## src/rtl/ativiade5_stream_pkg.sv

```systemverilog
// Shared types and RAM geometry for the memory-to-stream reader and its RAM wrapper.
package ativiade5_stream_pkg;
    localparam int ADDR_W    = 17;
    localparam int DATA_W    = 32;
    localparam int MEM_WORDS = 89325;

    typedef enum logic [1:0] {IDLE, RUN, DRAIN, DONE} state_t;
endpackage

```

## src/rtl/ativiade5_mem_stream_reader_if.sv

```systemverilog
// RAM read port plus Avalon-ST source, bundled as one bus; master = reader side.
interface ativiade5_mem_stream_reader_if #(
    parameter int ADDR_W = ativiade5_stream_pkg::ADDR_W,
    parameter int DATA_W = ativiade5_stream_pkg::DATA_W
) ();
    logic [ADDR_W-1:0] mem_address;
    logic              mem_chipselect;
    logic              mem_write;
    logic [3:0]        mem_byteenable;
    logic              mem_clken;
    logic [DATA_W-1:0] mem_readdata;
    logic [DATA_W-1:0] src_data;
    logic              src_valid;
    logic              src_ready;
    logic              src_startofpacket;
    logic              src_endofpacket;

    modport master (
        output mem_address, mem_chipselect, mem_write, mem_byteenable, mem_clken,
        input  mem_readdata,
        output src_data, src_valid, src_startofpacket, src_endofpacket,
        input  src_ready
    );

    modport slave (
        input  mem_address, mem_chipselect, mem_write, mem_byteenable, mem_clken,
        output mem_readdata,
        input  src_data, src_valid, src_startofpacket, src_endofpacket,
        output src_ready
    );
endinterface

```

## src/rtl/ativiade5_stream_fifo.sv

```systemverilog
// Show-ahead skid FIFO: head word is visible on dout whenever empty is low.
module ativiade5_stream_fifo #(
    parameter int DATA_W = 32,
    parameter int DEPTH  = 4,
    localparam int PTR_W = $clog2(DEPTH)
) (
    input  logic              clk,
    input  logic              reset,
    input  logic              push,
    input  logic              pop,
    input  logic [DATA_W-1:0] din,
    output logic [DATA_W-1:0] dout,
    output logic              empty,
    output logic [PTR_W:0]    count
);
    logic [DATA_W-1:0] mem_reg [DEPTH];
    logic [PTR_W-1:0]  wr_ptr_reg;
    logic [PTR_W-1:0]  rd_ptr_reg;
    logic [PTR_W:0]    count_reg;
    logic              do_push;
    logic              do_pop;

    assign do_pop  = pop && (count_reg != '0);
    assign do_push = push && ((count_reg != (PTR_W+1)'(DEPTH)) || do_pop);

    // Storage carries no reset so it can map onto plain RAM cells.
    always_ff @(posedge clk) begin
        if (do_push) begin
            mem_reg[wr_ptr_reg] <= din;
        end
    end

    always_ff @(posedge clk) begin
        if (reset) begin
            wr_ptr_reg <= '0;
            rd_ptr_reg <= '0;
            count_reg  <= '0;
        end else begin
            if (do_push) wr_ptr_reg <= wr_ptr_reg + 1'b1;
            if (do_pop)  rd_ptr_reg <= rd_ptr_reg + 1'b1;
            case ({do_push, do_pop})
                2'b10:   count_reg <= count_reg + 1'b1;
                2'b01:   count_reg <= count_reg - 1'b1;
                default: count_reg <= count_reg;
            endcase
        end
    end

    assign dout  = mem_reg[rd_ptr_reg];
    assign empty = (count_reg == '0);
    assign count = count_reg;
endmodule

```

## src/rtl/ativiade5_mem_stream_reader.sv

```systemverilog
// Reads a contiguous RAM region and emits it as one Avalon-ST packet; reads are
// credit-limited against the skid FIFO so a returning word always has a slot.
module ativiade5_mem_stream_reader #(
    parameter int ADDR_W     = ativiade5_stream_pkg::ADDR_W,
    parameter int DATA_W     = ativiade5_stream_pkg::DATA_W,
    parameter int MEM_WORDS  = ativiade5_stream_pkg::MEM_WORDS,
    parameter int LEN_W      = 18,
    parameter int FIFO_DEPTH = 4
) (
    input  logic                  clk,
    input  logic                  reset,
    input  logic                  start,
    input  logic [ADDR_W-1:0]     base_addr,
    input  logic [LEN_W-1:0]      length,
    output logic                  busy,
    output logic                  done,
    ativiade5_mem_stream_reader_if.master bus
);
    import ativiade5_stream_pkg::*;

    localparam int CNT_W = $clog2(FIFO_DEPTH) + 1;

    state_t            state_reg, state_next;
    logic [ADDR_W-1:0] addr_reg;
    logic [LEN_W-1:0]  len_reg;
    logic [LEN_W-1:0]  issued_reg;
    logic [LEN_W-1:0]  sent_reg;
    logic              inflight_reg;

    logic [CNT_W-1:0]  fifo_count;
    logic              fifo_empty;
    logic [DATA_W-1:0] fifo_dout;
    logic [CNT_W:0]    occupancy;
    logic              issue;
    logic              fire;
    logic              last_issue;
    logic              last_sent;

    // A word already in flight still needs its FIFO slot, so it counts as used.
    assign occupancy  = {1'b0, fifo_count} + {{CNT_W{1'b0}}, inflight_reg};
    assign issue      = (state_reg == RUN) && (occupancy < (CNT_W+1)'(FIFO_DEPTH));
    assign fire       = !fifo_empty && bus.src_ready;
    assign last_issue = (issued_reg == len_reg - 1'b1);
    assign last_sent  = (sent_reg == len_reg - 1'b1);

    always_comb begin
        state_next = state_reg;
        case (state_reg)
            IDLE:  if (start) state_next = (length == '0) ? DONE : RUN;
            RUN:   if (issue && last_issue) state_next = DRAIN;
            DRAIN: if (fire && last_sent && !inflight_reg) state_next = DONE;
            DONE:  state_next = IDLE;
            default: state_next = IDLE;
        endcase
    end

    always_ff @(posedge clk) begin
        if (reset) begin
            state_reg    <= IDLE;
            addr_reg     <= '0;
            len_reg      <= '0;
            issued_reg   <= '0;
            sent_reg     <= '0;
            inflight_reg <= 1'b0;
        end else begin
            state_reg    <= state_next;
            inflight_reg <= issue;
            if (state_reg == IDLE && start) begin
                addr_reg   <= base_addr;
                len_reg    <= length;
                issued_reg <= '0;
                sent_reg   <= '0;
            end else begin
                if (issue) begin
                    addr_reg   <= (addr_reg == ADDR_W'(MEM_WORDS - 1)) ? '0 : addr_reg + 1'b1;
                    issued_reg <= issued_reg + 1'b1;
                end
                if (fire) sent_reg <= sent_reg + 1'b1;
            end
        end
    end

    // RAM q is valid exactly one cycle after an issue; the credit check guarantees room.
    ativiade5_stream_fifo #(
        .DATA_W (DATA_W),
        .DEPTH  (FIFO_DEPTH)
    ) u_fifo (
        .clk   (clk),
        .reset (reset),
        .push  (inflight_reg),
        .pop   (fire),
        .din   (bus.mem_readdata),
        .dout  (fifo_dout),
        .empty (fifo_empty),
        .count (fifo_count)
    );

    assign busy = (state_reg == RUN) || (state_reg == DRAIN);
    assign done = (state_reg == DONE);

    assign bus.mem_address       = addr_reg;
    assign bus.mem_chipselect    = issue;
    assign bus.mem_write         = 1'b0;
    assign bus.mem_byteenable    = 4'hF;
    assign bus.mem_clken         = 1'b1;
    assign bus.src_data          = fifo_dout;
    assign bus.src_valid         = !fifo_empty;
    // Packet markers follow the FIFO head and are masked while nothing is presented.
    assign bus.src_startofpacket = !fifo_empty && (sent_reg == '0);
    assign bus.src_endofpacket   = !fifo_empty && last_sent;
endmodule

```

## src/flat_wrapper.sv

```systemverilog
// flat-port wrapper written by rule: the top's interface ports become plain ports
module ativiade5_mem_stream_reader_flat import ativiade5_stream_pkg::*;
#(
    parameter int ADDR_W     = ativiade5_stream_pkg::ADDR_W,
    parameter int DATA_W     = ativiade5_stream_pkg::DATA_W,
    parameter int MEM_WORDS  = ativiade5_stream_pkg::MEM_WORDS,
    parameter int LEN_W      = 18,
    parameter int FIFO_DEPTH = 4
)
  (clk, reset, start, base_addr, length, busy, done, bus_mem_address, bus_mem_chipselect, bus_mem_write, bus_mem_byteenable, bus_mem_clken, bus_mem_readdata, bus_src_data, bus_src_valid, bus_src_startofpacket, bus_src_endofpacket, bus_src_ready);
  ativiade5_mem_stream_reader_if #(.ADDR_W(ADDR_W), .DATA_W(DATA_W)) bus_i ();
  input  logic clk;
  input  logic reset;
  input  logic start;
  input  logic [ADDR_W-1:0] base_addr;
  input  logic [LEN_W-1:0] length;
  output logic busy;
  output logic done;
  output wire logic [$bits(bus_i.mem_address)-1:0] bus_mem_address;
  output wire logic [$bits(bus_i.mem_chipselect)-1:0] bus_mem_chipselect;
  output wire logic [$bits(bus_i.mem_write)-1:0] bus_mem_write;
  output wire logic [$bits(bus_i.mem_byteenable)-1:0] bus_mem_byteenable;
  output wire logic [$bits(bus_i.mem_clken)-1:0] bus_mem_clken;
  input wire logic [$bits(bus_i.mem_readdata)-1:0] bus_mem_readdata;
  output wire logic [$bits(bus_i.src_data)-1:0] bus_src_data;
  output wire logic [$bits(bus_i.src_valid)-1:0] bus_src_valid;
  output wire logic [$bits(bus_i.src_startofpacket)-1:0] bus_src_startofpacket;
  output wire logic [$bits(bus_i.src_endofpacket)-1:0] bus_src_endofpacket;
  input wire logic [$bits(bus_i.src_ready)-1:0] bus_src_ready;
  assign bus_mem_address = bus_i.mem_address;
  assign bus_mem_chipselect = bus_i.mem_chipselect;
  assign bus_mem_write = bus_i.mem_write;
  assign bus_mem_byteenable = bus_i.mem_byteenable;
  assign bus_mem_clken = bus_i.mem_clken;
  assign bus_i.mem_readdata = bus_mem_readdata;
  assign bus_src_data = bus_i.src_data;
  assign bus_src_valid = bus_i.src_valid;
  assign bus_src_startofpacket = bus_i.src_startofpacket;
  assign bus_src_endofpacket = bus_i.src_endofpacket;
  assign bus_i.src_ready = bus_src_ready;
  ativiade5_mem_stream_reader #(.ADDR_W(ADDR_W), .DATA_W(DATA_W), .MEM_WORDS(MEM_WORDS), .LEN_W(LEN_W), .FIFO_DEPTH(FIFO_DEPTH)) u_core (.clk(clk), .reset(reset), .start(start), .base_addr(base_addr), .length(length), .busy(busy), .done(done), .bus(bus_i));
endmodule
```

## config.mk

```make
export PLATFORM = sky130hd
export DESIGN_NAME = ativiade5_mem_stream_reader_flat
export DESIGN_NICKNAME = d
export VERILOG_FILES = /design/src/rtl/ativiade5_stream_pkg.sv /design/src/rtl/ativiade5_mem_stream_reader_if.sv /design/src/rtl/ativiade5_stream_fifo.sv /design/src/rtl/ativiade5_mem_stream_reader.sv /design/src/flat_wrapper.sv
export SDC_FILE = /design/constraint.sdc
export NUM_CORES = 1
export LEC_CHECK = 0
export CAP_MARGIN = 20
export CORE_AREA = 8 8 119 176
export DETAILED_ROUTE_END_ITERATION = 12
export DIE_AREA = 0 0 127 184
export GPL_TIMING_DRIVEN = 0
export PLACE_DENSITY = 0.77
export SYNTH_ARGS = -nofsm -noshare
export SYNTH_HDL_FRONTEND = slang
export SYNTH_HIERARCHICAL = 1
export SYNTH_SLANG_ARGS = --single-unit
```

## constraint.sdc

```tcl
create_clock -name clk -period 6.15 [get_ports clk]
set_clock_uncertainty 0.1 [all_clocks]
set_input_delay 1.23 -clock clk [delete_from_list [all_inputs] [get_ports clk]]
set_output_delay 1.23 -clock clk [all_outputs]
set_load 0.01 [all_outputs]
```

Yosys cells after proc, flatten, opt, wreduce, memory -nomap -nowiden
Memories as Yosys holds them, arrays and structs flattened. A register that Yosys moved wholly into a read port is not among the register bits.
Index checks and enable logic that the tools add are counted.
{"block": "word_totals", "regBits": 81, "mem_bits_rw": 128, "input_bits": 71, "out_inout_bits": 61, "wordCells": 68, "n_memories": 1}
{"block": "classes", "n_addsub": 9, "order_cmp": 1, "eq_ne": 12, "muxes": 13, "reduce_logical": 23}
{"name": "u_core.u_fifo.mem_reg", "depth": 4, "width": 32, "rd": 1, "rd_clocked_by_memory_dff": 1, "wr": 1, "line_no": "ativiade5_stream_fifo.sv:16", "text": "logic [DATA_W-1:0] mem_reg [DEPTH];"}
{"cell": "two-way mux 17 bit", "n": 3}
{"cell": "adder 18 x 1 -> 18 bit (second input constant)", "n": 2}
{"cell": "equality test 18 bit", "n": 2}
{"cell": "zero test 18 bit", "n": 2}
{"cell": "subtractor 18 x 1 -> 18 bit (second input constant)", "n": 1}
{"cell": "adder 17 x 1 -> 17 bit (second input constant)", "n": 1}
{"cell": "equality test 17 bit (second input constant)", "n": 1}
{"cell": "two-way mux 2 bit", "n": 6}
{"cell": "logical AND 1 bit", "n": 10}
{"cell": "one-hot mux 2 bit (4 select lines)", "n": 1}
{"cell": "equality test 2 bit (second input constant)", "n": 3}
{"cell": "one-hot mux 3 bit (2 select lines)", "n": 1}
{"cell": "adder 2 x 1 -> 2 bit (second input constant)", "n": 2}
{"cell": "adder 3 x 1 -> 4 bit", "n": 1}
{"cell": "equality test 2 x 1 -> 1 bit (second input constant)", "n": 2}
{"cell": "< comparator 4 x 3 -> 1 bit (second input constant)", "n": 1}
{"cell": "!= test 2 bit (second input constant)", "n": 2}
{"cell": "nonzero test 2 bit", "n": 2}
{"cell": "adder 3 x 1 -> 3 bit (second input constant)", "n": 1}
{"cell": "zero test 3 bit", "n": 1}
{"cell": "!= test 3 bit (second input constant)", "n": 1}
{"cell": "AND reduction 3 bit", "n": 1}
{"cell": "nonzero test 3 bit", "n": 1}
{"cell": "subtractor 3 x 1 -> 3 bit (second input constant)", "n": 1}
{"cell": "6 further kinds", "n": 9}

Longest topological paths before layout
Gate-level depths: netlist (run 1).
{"block": "logic_depth", "depth_word": 8, "depth_mapped": 12, "depth_no_buf": 10}

Modules after synthesis
Netlist (run 1), hierarchy kept.
{"mod": "ativiade5_stream_fifo", "n_inst": 1, "cells_per_inst": 224, "area_each_um2": 5134.9, "seq_area_each_um2": 4023.9}
{"mod": "ativiade5_mem_stream_reader", "n_inst": 1, "cells_per_inst": 620, "area_each_um2": 4765.8, "seq_area_each_um2": 1481.4}

Least setup slack after synthesis (run 1)
Ideal clock, no wire load.
{"block": "synth_path", "path_kind": "register -> output", "start": "register u_core.len_reg[0]", "end": "output port bus_src_endofpacket", "arrival_ps": 2415, "t_required_ps": 4820, "path_slack_ps": 2405, "stages_incl_launch_ff": 11, "path_buffers": 2, "path_cell_list": "dfxtp_1 > buf_4 > inv_1 > ha_1 > nor3b_1 > buf_2 > a21oi_1 > a2111oi_0 > and4_1 > nand4_1 > nor4_1"}
{"block": "synth_between", "elab_chain_len": 3}
{"item": "start, declared", "line_no": "ativiade5_mem_stream_reader.sv:25", "text": "logic [LEN_W-1:0] len_reg;"}
{"item": "start signal, assigned", "line_no": "ativiade5_mem_stream_reader.sv:70", "text": "len_reg <= length;"}
{"item": "subtractor 18 x 1 -> 18 bit", "line_no": "ativiade5_mem_stream_reader.sv:44", "text": "assign last_sent = (sent_reg == len_reg - 1'b1);"}
{"item": "equality test 18 bit", "line_no": "ativiade5_mem_stream_reader.sv:44"}
{"item": "logical AND 1 bit", "line_no": "ativiade5_mem_stream_reader.sv:110", "text": "assign bus.src_endofpacket = !fifo_empty && last_sent;"}
{"item": "end, declared", "line_no": "flat_wrapper.sv:28", "text": "output wire logic [$bits(bus_i.src_endofpacket)-1:0] bus_src_endofpacket;"}
No other way between the ends.

Final worst setup path (run 1)
Ends and elaborated chain as after synthesis.

==> results of run 1 <==
==> worst max-delay path by stage <==
stage                              startpoint             endpoint  cells past startpoint
2_1_floorplan  u_core/len_reg[0]$_SDFFE_PP0P_  bus_src_endofpacket                     10
3_3_place_gp   u_core/len_reg[0]$_SDFFE_PP0P_  bus_src_endofpacket                     11
3_5_place_dp   u_core/len_reg[0]$_SDFFE_PP0P_  bus_src_endofpacket                     11
4_1_cts        u_core/len_reg[0]$_SDFFE_PP0P_  bus_src_endofpacket                     11
5_1_grt        u_core/len_reg[0]$_SDFFE_PP0P_  bus_src_endofpacket                     11
6_report       u_core/len_reg[0]$_SDFFE_PP0P_  bus_src_endofpacket                     11
==> power groups by stage <==
| stage | combinational (mW) | clock (mW) | sequential, mW |
|---|---|---|---|
| 2_1_floorplan | 0.726 | 0 | 1.70 |
| 3_3_place_gp | 1.10 | 0 | 1.71 |
| 3_5_place_dp | 1.11 | 0 | 1.71 |
| 4_1_cts | 1.11 | 1.30 | 1.69 |
| 5_1_grt | 1.22 | 1.35 | 1.70 |
| 6_report | 1.11 | 1.26 | 1.69 |
==> worst max-delay path, cell delays in order, from the launching register on <==
cell and delay [ns]:
dfxtp_1 0.30, buf_4 0.16, inv_1 0.06, ha_1 0.24, nor3b_1 0.47, buf_2 0.34, nand4_1 0.16, xnor2_1 0.37
xnor2_1 0.18, nand4_1 0.17, nor4_1 0.50, clkdlybuf4s50_1 0.64
==> synth_stat cells, drive strengths merged (2+ instances only) <==
cell type  number
o31ai           2
conb            2
inv            21
or4             5
nor4b           2
nor4           20
a21boi          2
o221ai          2
nand2          76
nand4b          3
nand3          32
or3            10
nand2b         13
mux2i           6
ha             15
a21oi          42
clkbuf         33
o31a            2
a211oi          6
xor2           42
nor2           72
a22oi           8
a221oi          7
dfxtp          83
mux2            2
and4            3
nor2b           4
a31oi           5
nor3           20
xnor2          35
o21ai          19
or2             2
o2111ai         6
and2            6
edfxtp        128
nand3b          5
nand4          18
and3            8
nor3b           4
mux4           32
buf            24
o41ai           3
==> per-stage QoR <==
stage	utilization	setup WS (ns)	area [µm²]	instances	total power, mW
3_3_place_gp	0.625	1.30	11400	1193	2.82
2_1_floorplan	-	2.40	9920	848	2.43
5_1_grt	0.662	0.525	12100	1229	4.26
4_1_cts	0.662	0.785	12100	1229	4.10
6_report	0.662	0.745	12100	1229	4.06
3_5_place_dp	0.625	1.35	11400	1193	2.82
==> logic make-up after synthesis <==
family	count (synthesis)
xor+xnor	77
fa+ha+maj	17
flops	211
buf+inv	78
simple gates	304
compound gates	115
mux	40
other cells	2
==> final cells by class <==
cell class / count / area, µm² / area share
clock inverter: 14 / 154 / 0.0127
inverter: 21 / 78.8 / 0.00650
clock buffer: 22 / 529 / 0.0436
buffer: 57 / 292 / 0.0240
sequential: 211 / 5510 / 0.454
timing repair buffer: 125 / 1250 / 0.103
tap: 220 / 275 / 0.0227
multi-input combinational: 559 / 4050 / 0.333
==> cells in the final DEF (no fill, tap or decap), types with 4 or more instances in the layout <==
cell | synthesis | layout
a22oi_1 | 8 | 8
mux2i_1 | 6 | 6
a21oi_1 | 42 | 42
nor3b_1 | 4 | 4
and2_2 | 0 | 4
o2111ai_1 | 6 | 6
inv_1 | 21 | 21
nor2_1 | 72 | 72
nor3_1 | 20 | 20
nand4_1 | 18 | 18
xor2_1 | 42 | 42
buf_2 | 4 | 4
nand2_1 | 76 | 76
and3_1 | 8 | 8
nand3b_1 | 5 | 5
a211oi_1 | 5 | 5
a221oi_1 | 7 | 7
o21ai_0 | 19 | 19
mux4_2 | 32 | 32
buf_1 | 5 | 5
or3_1 | 10 | 10
dfxtp_1 | 83 | 83
xnor2_1 | 35 | 35
buf_4 | 11 | 11
conb_1 | 2 | 6
ha_1 | 15 | 15
edfxtp_1 | 128 | 128
clkbuf_1 | 32 | 33
nor2b_1 | 4 | 4
nand3_1 | 32 | 32
a31oi_1 | 5 | 5
buf_6 | 4 | 4
clkdlybuf4s50_1 | 0 | 125
nand2b_1 | 13 | 13
clkbuf_16 | 0 | 21
nor4_1 | 18 | 18
==> metal layers <==
metal  vias up  share of wire  GRT usage
li1       3402              -          -
met1      3354           0.40      0.213
met2       243           0.50      0.342
met3        66          0.051     0.0316
met4         0          0.049      0.103
met5         -              0          0
==> reports/qor.yml, run 1 <==
grt-ovfl-total: 0
syn2layout_area_growth_pct: 22.5
combinationalPowerShare: 0.274
gp_congestion: 0.935
postCtsSetupRepairBufs: 0
hold_viol_final: 0
slew_headroom: 0.385
r2r_slack_ns: 2.64
p_int_mw: 2.84
drc: 0
p_per_area_nw_per_um2: 335
cts_root_buf: "clkbuf_16"
initial_utilization: 0.541
vdd_ir_drop_max_uv: 232
seq_power_share: 0.415
cts-hold-fix-buffers: 0
finalMaxSlewViolations: 0
cts_tree: "done"
synthArstFlopShare: 0
p_clk_frac: 0.311
clockBufferDepth: 3
rsz0062_at_grt: "no"
synth-compound-area-share: 0.0789
dieArea_um2: 23400
vias_per_cell: 5.75
synth_top_cells_by_area: "edfxtp_1, dfxtp_1, mux4_2"
ios: 132
tightestPinTransition_ns: 0.916
syn_inst: 844
synth_area_um2: 9900
drt-initial-drc-count: 467
die_h_um: 184
ant_nets: 0
nFillCells: 1449
status: "finished, final reports clean"
synthAdderAreaFrac: 0.0220
setup_viol: 0
std_cell_rows: 61
grt_pass1_vias: 7189
yosysWarningCount: 6
whs_path_depth: 2
worstHoldEndpoint: "u_core/len_reg[16]$_SDFFE_PP0P_"
cap_viol_max_count: 0
synthXorXnorAreaFrac: 0.0681
port_buffers: 125
rr_worst_depth: 12
hold_ws_ns: 0.406
fp.dieW_um: 127
endpoint_kind: "output pin"
hp-start: "u_core/len_reg[16]$_SDFFE_PP0P_"
power.switching_mw: 1.23
grt_max_degree: 33
min_period_ns: 5.40
swShare: 0.302
drt_first_pass_iters: 5
synth_top_area_frac: 0.388
synth-main-ff-cell: "edfxtp_1"
synth_cell_types: 68
min_path_type: "flop to flop"
setup_tns_ns: 0
largest_reg_flops: 128
worstPathArrival_ns: 4.07
synth.mux.area_fraction: 0.0811
fin_nets: 1082
worstSkewPairLatency_ns: 0.49
synth_top_family_by_area: "simple AND/OR/NAND/NOR gates"
cts.sinks: 211
antenna_cells: 0
p_leak_nw: 4.05
avgSynthCellArea_um2: 11.7
synth_edf_count: 128
fmax_ghz: 0.185
dp_hpwl_mm: 16.2
numCtsBuffers: 20
grt_usage: 0.191
synthSimpleGateAreaFrac: 0.156
ys_ff_latch: 211
cp_max_fo: 10
synth-seq-area-share: 0.556
required_ns: 4.82
grt_first_pass_wirelength_mm: 35.9
wirelength_mm: 22.4
antenna_found_initial: 0
cts-resized-gates: 0
yosys.area.top_type: "edfxtp_1"
reg2reg_from: "u_core/len_reg[0]$_SDFFE_PP0P_"
wl_per_cell_um: 18.2
worstSetupPathType: "flop to output pin"
vias: 7065
fin_crit_sh: 0.879
core_area_um2: 18300
cts.clk_slew.worst_paths_ns: 0.07
drive_above_1_share: 0.103
h-tree-depth: 1
r2r_end: "u_core/state_reg[1]$_SDFFE_PP0P_"
cp-start-kind: "flop"
No activity file was read; power rests on OpenSTA's default activity.
==> run 2: changes to the inputs <==
--- a/config.mk
+++ b/config.mk
@@ -9,8 +9,10 @@
 export CORE_AREA = 8 8 119 176
 export DETAILED_ROUTE_END_ITERATION = 12
 export DIE_AREA = 0 0 127 184
+export DONT_BUFFER_PORTS = 1
 export GPL_TIMING_DRIVEN = 0
-export PLACE_DENSITY = 0.77
+export MAX_ROUTING_LAYER = met4
+export PLACE_DENSITY = 0.67
 export SYNTH_ARGS = -nofsm -noshare
 export SYNTH_HDL_FRONTEND = slang
 export SYNTH_HIERARCHICAL = 1
==> run 2 against run 1 <==
  * Global-route usage is 0.87 points higher
  * Power fell by 5.0%
  * Sequential share of layout area rose by 5.4 points
  * Critical path type unchanged
  * Largest power group unchanged
==> reports/qor.yml, run 2 (synthesized netlist as in run 1, its figures left out) <==
drt_first_pass_iters: 5
cts_tree: "done"
drc: 0
endpoint_kind: "output pin"
status: "finished, final reports clean"
critPathSlowestCell: "nor4_1"
rsz0062_at_grt: "no"
crit_top_cell: "nor4_1"
seq_power_share: 0.441
cts_root_buf: "clkbuf_16"
vdd_ir_drop_max_uv: 322
drt-initial-drc-count: 504
fmax_ghz: 0.203
grt_max_degree: 33
worstPathArrival_ns: 3.60
numCtsBuffers: 20
cts.clk_slew.worst_paths_ns: 0.06
clockBufferDepth: 3
hold_viol_final: 0
worstSkewPairLatency_ns: 0.48
combinationalPowerShare: 0.248
slowest_delay_ns: 0.61
crit_family: "simple AND/OR/NAND/NOR gates"
power_mw: 3.86
setup_tns_ns: 0
dieArea_um2: 23400
min_path_type: "flop to flop"
power.switching_mw: 1.19
slew_headroom: 0.377
postCtsSetupRepairBufs: 0
min_period_ns: 4.93
mostFrequentLayoutCells: "edfxtp_1, dfxtp_1, nand2_1"
ios: 132
initial_utilization: 0.541
fp.dieW_um: 127
fin_crit_sh: 0.802
port_buffers: 0
grt-ovfl-total: 0
syn2layout_area_growth_pct: 9.58
ant_nets: 0
cts.sinks: 211
drive_above_1_share: 0.112
cp-start-kind: "flop"
swShare: 0.309
fin_nets: 958
cts-hold-fix-buffers: 0
p_per_area_nw_per_um2: 356
gp_congestion: 0.896
vias: 6680
wl_per_cell_um: 20.6
layout_commonest_cell: "edfxtp_1"
grt_first_pass_wirelength_mm: 36.1
required_ns: 4.82
largest_reg_flops: 128
p_int_mw: 2.67
p_leak_nw: 3.55
setup_viol: 0
final_area_um2: 10800
tightestPinTransition_ns: 0.927
grt_usage: 0.200
worstSetupPathType: "flop to output pin"
cts-resized-gates: 0
h-tree-depth: 1
r2r_slack_ns: 2.56
path_buf_inv: 3
placed_area_um2: 10200
antenna_cells: 0
die_h_um: 184
wirelength_mm: 22.8
cp_max_fo: 10
vias_per_cell: 6.05
antenna_found_initial: 0
p_clk_frac: 0.310
core_area_um2: 18300
finalMaxSlewViolations: 0
std_cell_rows: 61
crit_path_cell_trace: "buf_4 > inv_1 > ha_1 > nor3b_1 > buf_2 > nand3_1 > xnor2_1 > nor4_1 > nand4_1 > nor4_1"
cap_viol_max_count: 0
grt_pass1_vias: 6842
dp_hpwl_mm: 16.9
## run 2: cell count changes in the layout (fill, tap and decap cells not counted), sizes merged
cell	previous run	this run
buf	24	25
clkbuf	55	59
inv	22	21
bufinv	3	2
clkdlybuf4s50	125	0
clkinvlp	5	4
clkinv	5	4
## run 2: cell type report
| type | count | area [µm²] |
|---|---|---|
| fillers | 1511 | 7470 |
| well taps | 220 | 275 |
| repair buffers | 1 | 11.3 |
| inverters | 21 | 78.8 |
| flip-flops and latches | 211 | 5510 |
| plain buffers | 57 | 292 |
| multi-input cells | 559 | 4050 |
| clock buffers | 26 | 544 |
| clock inverters | 10 | 97.6 |
## run 2: tightest hold or removal path: cells and delay by family (launching register included)
| kind | cells | cell delay (ns) |
|---|---|---|
| flip-flops | 1 | 0.33 |
| AO/OA/AOI/OAI | 2 | 0.14 |
## run 2: path summary, 6_finish.rpt
check,startpoint,end,cells past startpoint
worst max-delay path,u_core/len_reg[0]$_SDFFE_PP0P_,bus_src_endofpacket,10
worst max register to register,u_core/len_reg[0]$_SDFFE_PP0P_,u_core/state_reg[1]$_SDFFE_PP0P_,12
worst min-delay path,u_core/sent_reg[16]$_SDFFE_PP0P_,u_core/sent_reg[16]$_SDFFE_PP0P_,2
worst min register to register,u_core/sent_reg[16]$_SDFFE_PP0P_,u_core/sent_reg[16]$_SDFFE_PP0P_,2
## run 2: routing by layer
metal | track usage | routed length [µm]
met1 | 0.197 | 8290
met2 | 0.368 | 12200
met3 | 0.0430 | 1430
met4 | 0.0889 | 856
met5 | - | 0
## run 2: power groups by stage
stage	sequential [mW]	clock (mW)	combinational, mW
6_report	1.70	1.20	0.959
5_1_grt	1.72	1.28	1.06
4_1_cts	1.70	1.23	0.956
3_5_place_dp	1.73	0	0.953
3_3_place_gp	1.73	0	0.936
2_1_floorplan	1.70	0	0.726
## run 2: metrics by stage
step                hold WS (ns)  worst slack, ns  instances  utilization
detailed placement         0.413             1.64       1068        0.557
global route               0.452            0.757       1105        0.592
floorplan                  0.362             2.40        848            -
finish                     0.425             1.22       1105        0.592
CTS                        0.423             1.12       1104        0.592
global placement           0.393             1.66       1068        0.556
==> run 3: changes to the inputs <==
==> constraint.sdc (replaced) <==
create_clock -name clk -period 4.85 [get_ports clk]
set_clock_uncertainty 0.1 [all_clocks]
set_input_delay 0.97 -clock clk [delete_from_list [all_inputs] [get_ports clk]]
set_output_delay 0.97 -clock clk [all_outputs]
set_load 0.01 [all_outputs]
==> run 3 against run 2 <==
  * Clock power up 27%
  * Final cell count unchanged
  * Sequential share of layout area down 0.052 points
  * Critical path depth unchanged
  * Combinational power up 27%
==> reports/qor.yml, run 3 (synthesized netlist as in run 1, its figures left out) <==
worstPathArrival_ns: 3.26
vias_per_cell: 6.07
vdd_ir_drop_max_uv: 408
ios: 132
dieArea_um2: 23400
cp-start-kind: "flop"
cts-hold-fix-buffers: 0
wl_met3_mm: 1.48
ant_nets: 0
port_buffers: 0
cts.clk_slew.worst_paths_ns: 0.06
grt_usage: 0.200
p_per_area_nw_per_um2: 451
drt_first_pass_iters: 5
antenna_found_initial: 0
cts_root_buf: "clkbuf_16"
met1Wirelength_mm: 8.21
wl_per_cell_um: 20.7
p_leak_nw: 3.55
min_period_ns: 4.33
vias: 6712
drc: 0
setup_viol: 0
worstSetupPathType: "flop to output pin"
grt-ovfl-total: 0
regArea_um2: 5510
h-tree-depth: 1
drt-initial-drc-count: 505
postCtsSetupRepairBufs: 0
wirelength_mm: 22.9
syn2layout_area_growth_pct: 9.69
gp_congestion: 0.896
antenna_cells: 0
layout_commonest_cell: "edfxtp_1"
top_layer: "met4"
die_h_um: 184
setup_tns_ns: 0
cts_tree: "done"
worstSkewPairLatency_ns: 0.48
core_area_um2: 18300
drive_above_1_share: 0.114
numCtsBuffers: 20
nFillCells: 1511
cap_viol_max_count: 0
place_inst: 1068
status: "finished, final reports clean"
cp_max_fo: 10
finalMaxSlewViolations: 0
fin_crit_sh: 0.893
clockBufferDepth: 3
wl_met2_mm: 12.3
fp.dieW_um: 127
slew_headroom: 0.370
grt_first_pass_wirelength_mm: 36.1
mostFrequentLayoutCells: "edfxtp_1, dfxtp_1, nand2_1"
largest_reg_flops: 128
fmax_ghz: 0.231
min_path_type: "flop to flop"
hold_viol_final: 0
required_ns: 3.78
multiInputGateArea_um2: 4060
tightestPinTransition_ns: 0.938
rsz0062_at_grt: "no"
cts.sinks: 211
std_cell_rows: 61
dp_hpwl_mm: 16.9
initial_utilization: 0.541
fin_cells: 1105
grt_max_degree: 33
endpoint_kind: "output pin"
fin_nets: 958
grt_pass1_vias: 6842
-- run 3: cell counts in the layout (fill, tap and decap cells not counted) --
Identical to the previous run, type by type.
-- run 3: final timing paths --
check,slack [ns],end,startpoint,cells after the start
max reg2reg,1.45,u_core/state_reg[1]$_SDFFE_PP0P_,u_core/len_reg[0]$_SDFFE_PP0P_,12
min reg2reg,0.42,u_core/sent_reg[16]$_SDFFE_PP0P_,u_core/sent_reg[16]$_SDFFE_PP0P_,2
min,0.42,u_core/sent_reg[16]$_SDFFE_PP0P_,u_core/sent_reg[16]$_SDFFE_PP0P_,2
max,0.52,bus_src_endofpacket,u_core/len_reg[0]$_SDFFE_PP0P_,10
-- run 3: through the flow --
step / setup slack (ns) / util / instance area (µm²) / hold slack [ns] / total power, mW
CTS: 0.0797 / 0.592 / 10800 / 0.423 / 4.93
detailed placement: 0.601 / 0.557 / 10200 / 0.413 / 3.41
global route: 0.0966 / 0.593 / 10900 / 0.452 / 5.14
floorplan: 1.36 / - / 9920 / 0.362 / 3.08
finish: 0.519 / 0.593 / 10900 / 0.422 / 4.90
global placement: 0.620 / 0.556 / 10200 / 0.393 / 3.38
-- run 3: routing by layer --
| metal | vias up | global-route usage |
|---|---|---|
| li1 | 3148 | - |
| met1 | 3293 | 0.197 |
| met2 | 227 | 0.368 |
| met3 | 44 | 0.0430 |
| met4 | 0 | 0.0889 |
| met5 | - | - |
-- run 3: power by group --
| part | total (mW) | internal, mW | switching [mW] |
|---|---|---|---|
| registers | 2.16 | 2.03 | 0.126 |
| logic | 1.22 | 0.453 | 0.767 |
| clock network | 1.52 | 0.897 | 0.624 |
| total | 4.90 | 3.38 | 1.52 |
-- run 3: worst max-delay path: stages (launching register included) --
cell and delay (ns):
dfxtp_1 0.30, buf_4 0.16, inv_1 0.06, ha_1 0.24, nor3b_2 0.36, buf_2 0.32, nand4_1 0.15, xnor2_1 0.35
xnor2_1 0.17, nand4_1 0.17, nor4_2 0.48
-- run 3: area by class of cell --
type	count	area share
buffer	57	0.0268
inverter	21	0.00726
multi-input combinational	559	0.374
timing repair buffer	1	0.00104
clock buffer	26	0.0501
sequential	211	0.507
tap	220	0.0253
clock inverter	10	0.00899
-- run 3: what timing repair did --
action / in CTS / in global routing
endpoints found under the hold margin: 0 / 0
endpoints found under the setup margin: 0 / 1
gates resized for setup: 0 / 2
